`src/rtl/fetch_sequencer.sv`:
```
// fetch_sequencer
//   Instruction-fetch sequencer. Owns the architectural fetch PC and issues one
//   instruction-memory read request per accepted handshake. Advances the PC by
//   4 sequentially, or redirects it on branch. Address and request are held
//   stable under memory back-pressure and pipeline stall.
//
//   Optional feature macro: PC_ALIGN_CHECK_EN
//     defined   : misaligned branch targets become EXC_VECTOR, o_misalign pulses
//     undefined : target bits[1:0] forced to 0, o_misalign tied 0
//
// Ports
//   i_clk               clock, all state updates on posedge
//   i_reset             synchronous active-high reset
//   i_branch_valid      single-cycle redirect request
//   i_branch_target     redirect target (valid with i_branch_valid)
//   i_stall             pipeline stall, suppresses new requests
//   i_fetch_ready       instruction memory accepts the request
//   o_fetch_valid       request valid
//   o_adress            fetch address
//   o_redirect_pending  branch captured under back-pressure, not yet applied
//   o_fetch_count       accepted fetches, wraps at 2^32
//   o_misalign          one-cycle pulse after a misaligned branch target
module fetch_sequencer #(
    parameter logic [63:0] RESET_VECTOR = 64'h0,
    parameter logic [63:0] EXC_VECTOR   = 64'h200
) (
    input  logic        i_clk,
    input  logic        i_reset,
    input  logic        i_branch_valid,
    input  logic [63:0] i_branch_target,
    input  logic        i_stall,
    input  logic        i_fetch_ready,
    output logic        o_fetch_valid,
    output logic [63:0] o_adress,
    output logic        o_redirect_pending,
    output logic [31:0] o_fetch_count,
    output logic        o_misalign
);

    localparam logic [1:0] S_BOOT  = 2'd0;
    localparam logic [1:0] S_RUN   = 2'd1;
    localparam logic [1:0] S_STALL = 2'd2;

    logic [1:0]  state_q, state_d;
    logic [63:0] addr_q, addr_d;
    logic        pend_q, pend_d;
    logic [63:0] pend_tgt_q, pend_tgt_d;
    logic [31:0] count_q, count_d;
    logic [63:0] tgt_fixed;
    logic        handshake;

    // Sanitised branch target: every load or capture of a target goes through here.
`ifdef PC_ALIGN_CHECK_EN
    assign tgt_fixed = (i_branch_target[1:0] != 2'b00) ? EXC_VECTOR : i_branch_target;
`else
    assign tgt_fixed = {i_branch_target[63:2], 2'b00};
    // Low target bits and the exception vector have no function in this build.
    logic unused_align;
    assign unused_align = ^{i_branch_target[1:0], EXC_VECTOR};
`endif

    assign o_fetch_valid = (state_q == S_RUN);
    assign handshake     = o_fetch_valid && i_fetch_ready;

    always_comb begin
        state_d    = state_q;
        addr_d     = addr_q;
        pend_d     = pend_q;
        pend_tgt_d = pend_tgt_q;
        count_d    = count_q;
        case (state_q)
            S_BOOT: begin
                state_d = S_RUN;
                if (i_branch_valid) addr_d = tgt_fixed;
            end
            S_RUN: begin
                if (handshake) begin
                    count_d = count_q + 32'd1;
                    // Live branch beats an older captured one.
                    if (i_branch_valid)  addr_d = tgt_fixed;
                    else if (pend_q)     addr_d = pend_tgt_q;
                    else                 addr_d = addr_q + 64'd4;
                    pend_d  = 1'b0;
                    state_d = i_stall ? S_STALL : S_RUN;
                end else if (i_branch_valid) begin
                    // Request must stay stable; park the youngest target.
                    pend_d     = 1'b1;
                    pend_tgt_d = tgt_fixed;
                end
            end
            S_STALL: begin
                // No request outstanding, so the address can change directly.
                if (i_branch_valid) addr_d = tgt_fixed;
                if (!i_stall)       state_d = S_RUN;
            end
            default: state_d = S_BOOT;
        endcase
    end

    always_ff @(posedge i_clk) begin
        if (i_reset) begin
            state_q    <= S_BOOT;
            addr_q     <= RESET_VECTOR;
            pend_q     <= 1'b0;
            pend_tgt_q <= 64'h0;
            count_q    <= 32'h0;
        end else begin
            state_q    <= state_d;
            addr_q     <= addr_d;
            pend_q     <= pend_d;
            pend_tgt_q <= pend_tgt_d;
            count_q    <= count_d;
        end
    end

`ifdef PC_ALIGN_CHECK_EN
    logic misalign_q;
    always_ff @(posedge i_clk) begin
        if (i_reset) misalign_q <= 1'b0;
        else         misalign_q <= i_branch_valid && (i_branch_target[1:0] != 2'b00);
    end
    assign o_misalign = misalign_q;
`else
    assign o_misalign = 1'b0;
`endif

    assign o_adress           = addr_q;
    assign o_redirect_pending = pend_q;
    assign o_fetch_count      = count_q;

endmodule

```
`config.mk`:
```
export PLATFORM = sky130hd
export DESIGN_NAME = fetch_sequencer
export DESIGN_NICKNAME = d
export VERILOG_FILES = /design/src/rtl/fetch_sequencer.sv
export SDC_FILE = /design/constraint.sdc
export NUM_CORES = 1
export LEC_CHECK = 0
export BUFFER_PORTS_ARGS = -buffer_cell sky130_fd_sc_hd__buf_2
export CORE_MARGIN = 4
export CORE_UTILIZATION = 35
export DETAILED_ROUTE_END_ITERATION = 7
export PLACE_DENSITY = 0.52
export REMOVE_ABC_BUFFERS = 1
export SLEW_MARGIN = 20
export SYNTH_ARGS = -nofsm -noshare
export SYNTH_HDL_FRONTEND = slang
export SYNTH_SLANG_ARGS = --single-unit
```
`constraint.sdc`:
```
create_clock -name i_clk -period 6.72 [get_ports i_clk]
set_input_delay 0.336 -clock i_clk [delete_from_list [all_inputs] [get_ports i_clk]]
set_output_delay 0.336 -clock i_clk [all_outputs]
set_load 0.01 [all_outputs]
```
==> impl_metrics.py <==
metrics = {
    "status": {
        "outcome": "finished, final reports clean",
    },
    "sta": {
        "min_period_over_period_pct": 46.9,
        "timing.fmax_mhz": 317,
        "setup_viol": 0,
        "tightest_slew_ns": 0.999,
        "finClkSkew_ns": 0.0157,
        "rsz0062_at_grt": "no",
        "layout_min_cycle_time_ns": 3.15,
        "finalMaxSlewViolations": 0,
        "setup_slack_ns": 3.57,
        "finalHoldViolCount": 0,
        "whs_ns": 0.116,
        "slew_headroom_pct": 32.5,
        "fin_tns_setup_ns": 0,
    },
    "die": {
        "core_area_um2": 23500,
        "initial_core_util_pct": 35.7,
        "die_h_um": 163,
        "die_w_um": 163,
        "num_rows": 56,
        "dieArea_um2": 26500,
        "pin_count": 168,
    },
    "layout": {
        "seqCellArea_um2": 3190,
        "area_growth_pct": 19.4,
        "final_area_um2": 10000,
        "multiInputGateArea_um2": 4840,
        "fill_cells": 2558,
        "final_util_pct": 42.6,
        "drive_gt1_share_pct": 17.8,
        "layout_common_cells": "230 x nand2_1, 161 x buf_2, 160 x a21oi_1",
        "layout_commonest_cell": "nand2_1",
        "fin_nets": 1330,
    },
    "global_route": {
        "grt_max_degree": 71,
        "antenna_found_initial": 1,
        "grt_pass1_wl_mm": 44.9,
        "first_global_vias": 8103,
        "track_usage_pct": 21.0,
        "gr-total-overflow": 0,
    },
    "drt": {
        "drtIter0Drc": 637,
        "firstDrtPassIters": 5,
        "drc": 0,
        "drt-total-wl_mm": 28.1,
        "avgViaCountPerCell": 5.41,
        "wl_per_cell_um": 17.6,
        "postRouteAntennaNets": 0,
        "vias": 8608,
    },
    "clocking": {
        "numCtsBuffers": 17,
        "clk_pin_slew_ns": 0.07,
        "cts_tree": "built",
        "cts_resized": 0,
        "cts_htree_levels": 4,
        "root_buffer": "clkbuf_16",
        "cts_setup_buffers": 0,
        "clk_path_buf_depth": 2,
        "clock_latency_ns": 0.44,
        "cts_num_sinks": 159,
        "hold_buffers": 0,
    },
    "setup_path": {
        "cp-end-kind": "flip-flop",
        "cp.arrival_ns": 3.47,
        "start_kind": "flip-flop",
        "worst-setup-path-type": "flip-flop to flip-flop",
        "cp.required_ns": 7.04,
        "timing.critical_path.fanout_max": 9,
    },
    "place": {
        "postPlaceCellArea_um2": 9420,
        "place_congestion": 0.842,
        "place_ws_ns": 3.55,
        "port_buffers": 162,
        "place_hpwl_mm": 18.2,
    },
    "logic_synthesis": {
        "ys_seq_area_share_pct": 37.9,
        "syn_inst": 1146,
        "synth_area_um2": 8400,
        "synth_seq_cells": 159,
        "synthArstFlopShare_pct": 0,
        "synth.distinct_cells": 65,
        "synth_edf_count": 0,
        "yosys_most_used_dff": "dfxtp_1",
        "yosysWarnings": 0,
        "avgSynthCellArea_um2": 7.33,
    },
    "run": {
        "maxCapViolCount": 0,
    },
    "pwr": {
        "ir_worst_vdd_mv": 0.136,
        "p_per_area_nw_per_um2": 236,
        "p_leak_nw": 3.76,
    },
    "hold_path": {
        "min_path_type": "input port to flip-flop",
    },
}
## routing by layer
metal | vias to the layer above | wire length, um | part of all wire (%) | global-route usage, %
met5 | - | 13 | 0.046 | 0
met4 | 2 | 242 | 0.86 | 4.54
met3 | 20 | 1610 | 5.8 | 4.56
met2 | 190 | 12800 | 46 | 33.2
met1 | 4082 | 13400 | 48 | 29.6
li1 | 4314 | - | - | -
## path summary, 6_finish.rpt
check | startpoint | endpoint | slack, ns | cells past startpoint
max | o_adress[25]$_SDFFE_PP0P_ | o_adress[63]$_SDFFE_PP0P_ | 3.57 | 6
min | i_stall | state_q[0]$_SDFFE_PP0P_ | 0.12 | 2
max reg2reg | o_adress[25]$_SDFFE_PP0P_ | o_adress[63]$_SDFFE_PP0P_ | 3.57 | 6
min reg2reg | pend_tgt_q[25]$_SDFFE_PP0P_ | pend_tgt_q[25]$_SDFFE_PP0P_ | 0.45 | 2
## synth_stat cells, types with 17 or more instances
library cell | n | area (um2)
nand2_1 | 230 | 863
a21oi_1 | 161 | 806
dfxtp_1 | 159 | 3180
nor2_1 | 77 | 289
clkbuf_1 | 71 | 267
nand3_1 | 63 | 315
o21ai_0 | 38 | 190
nor3_1 | 33 | 165
nand4_1 | 29 | 181
xor2_1 | 29 | 254
and3_1 | 20 | 125
inv_1 | 19 | 71.3
o211ai_1 | 17 | 128
## cell families after synthesis
logic type      after synthesis  synth area share, %
fa+ha+maj                     2                0.298
other cells                   1               0.0446
buf+inv                     103                 4.87
flops                       159                 37.9
compound gates              291                 20.3
simple gates                540                 31.3
xor+xnor                     43                 4.48
mux                           7                0.864
## metrics by stage
step	cells	power, mW
after global placement	1559	1.38
after floorplan	1064	1.23
after global routing	1591	2.47
after detailed placement	1559	1.39
after CTS	1591	2.39
final	1592	2.36
## flip-flops by register name (all words and copies together) (netlist names)
signal,flops
o_adress,62
pend_tgt_q,62
o_fetch_count,32
state_q,2
o_redirect_pending,1
## final cells by class
cell class                 instances  area share (%)
multi-input combinational        886            48.3
sequential                       159            31.8
timing repair buffer             176            9.16
clock buffer                      17            4.24
tap                              319            3.98
clock inverter                    15            1.80
inverter                          19           0.711
antenna                            1          0.0250
## critical path, cell delays in order, from the launching register on
cell,delay [ns]
dfxtp_1,0.48
nand4_1,0.31
nor4_1,0.88
nand2_1,0.29
nor4_1,0.65
a21oi_1,0.14
a211o_1,0.29
## where the power goes
part | switching (mW) | internal [mW] | total [mW] | leakage (nW)
registers | 0.0645 | 0.988 | 1.05 | 1.30
logic | 0.200 | 0.112 | 0.312 | 2.17
clock network | 0.489 | 0.508 | 0.997 | 0.294
(Power assumes the default switching activity.)
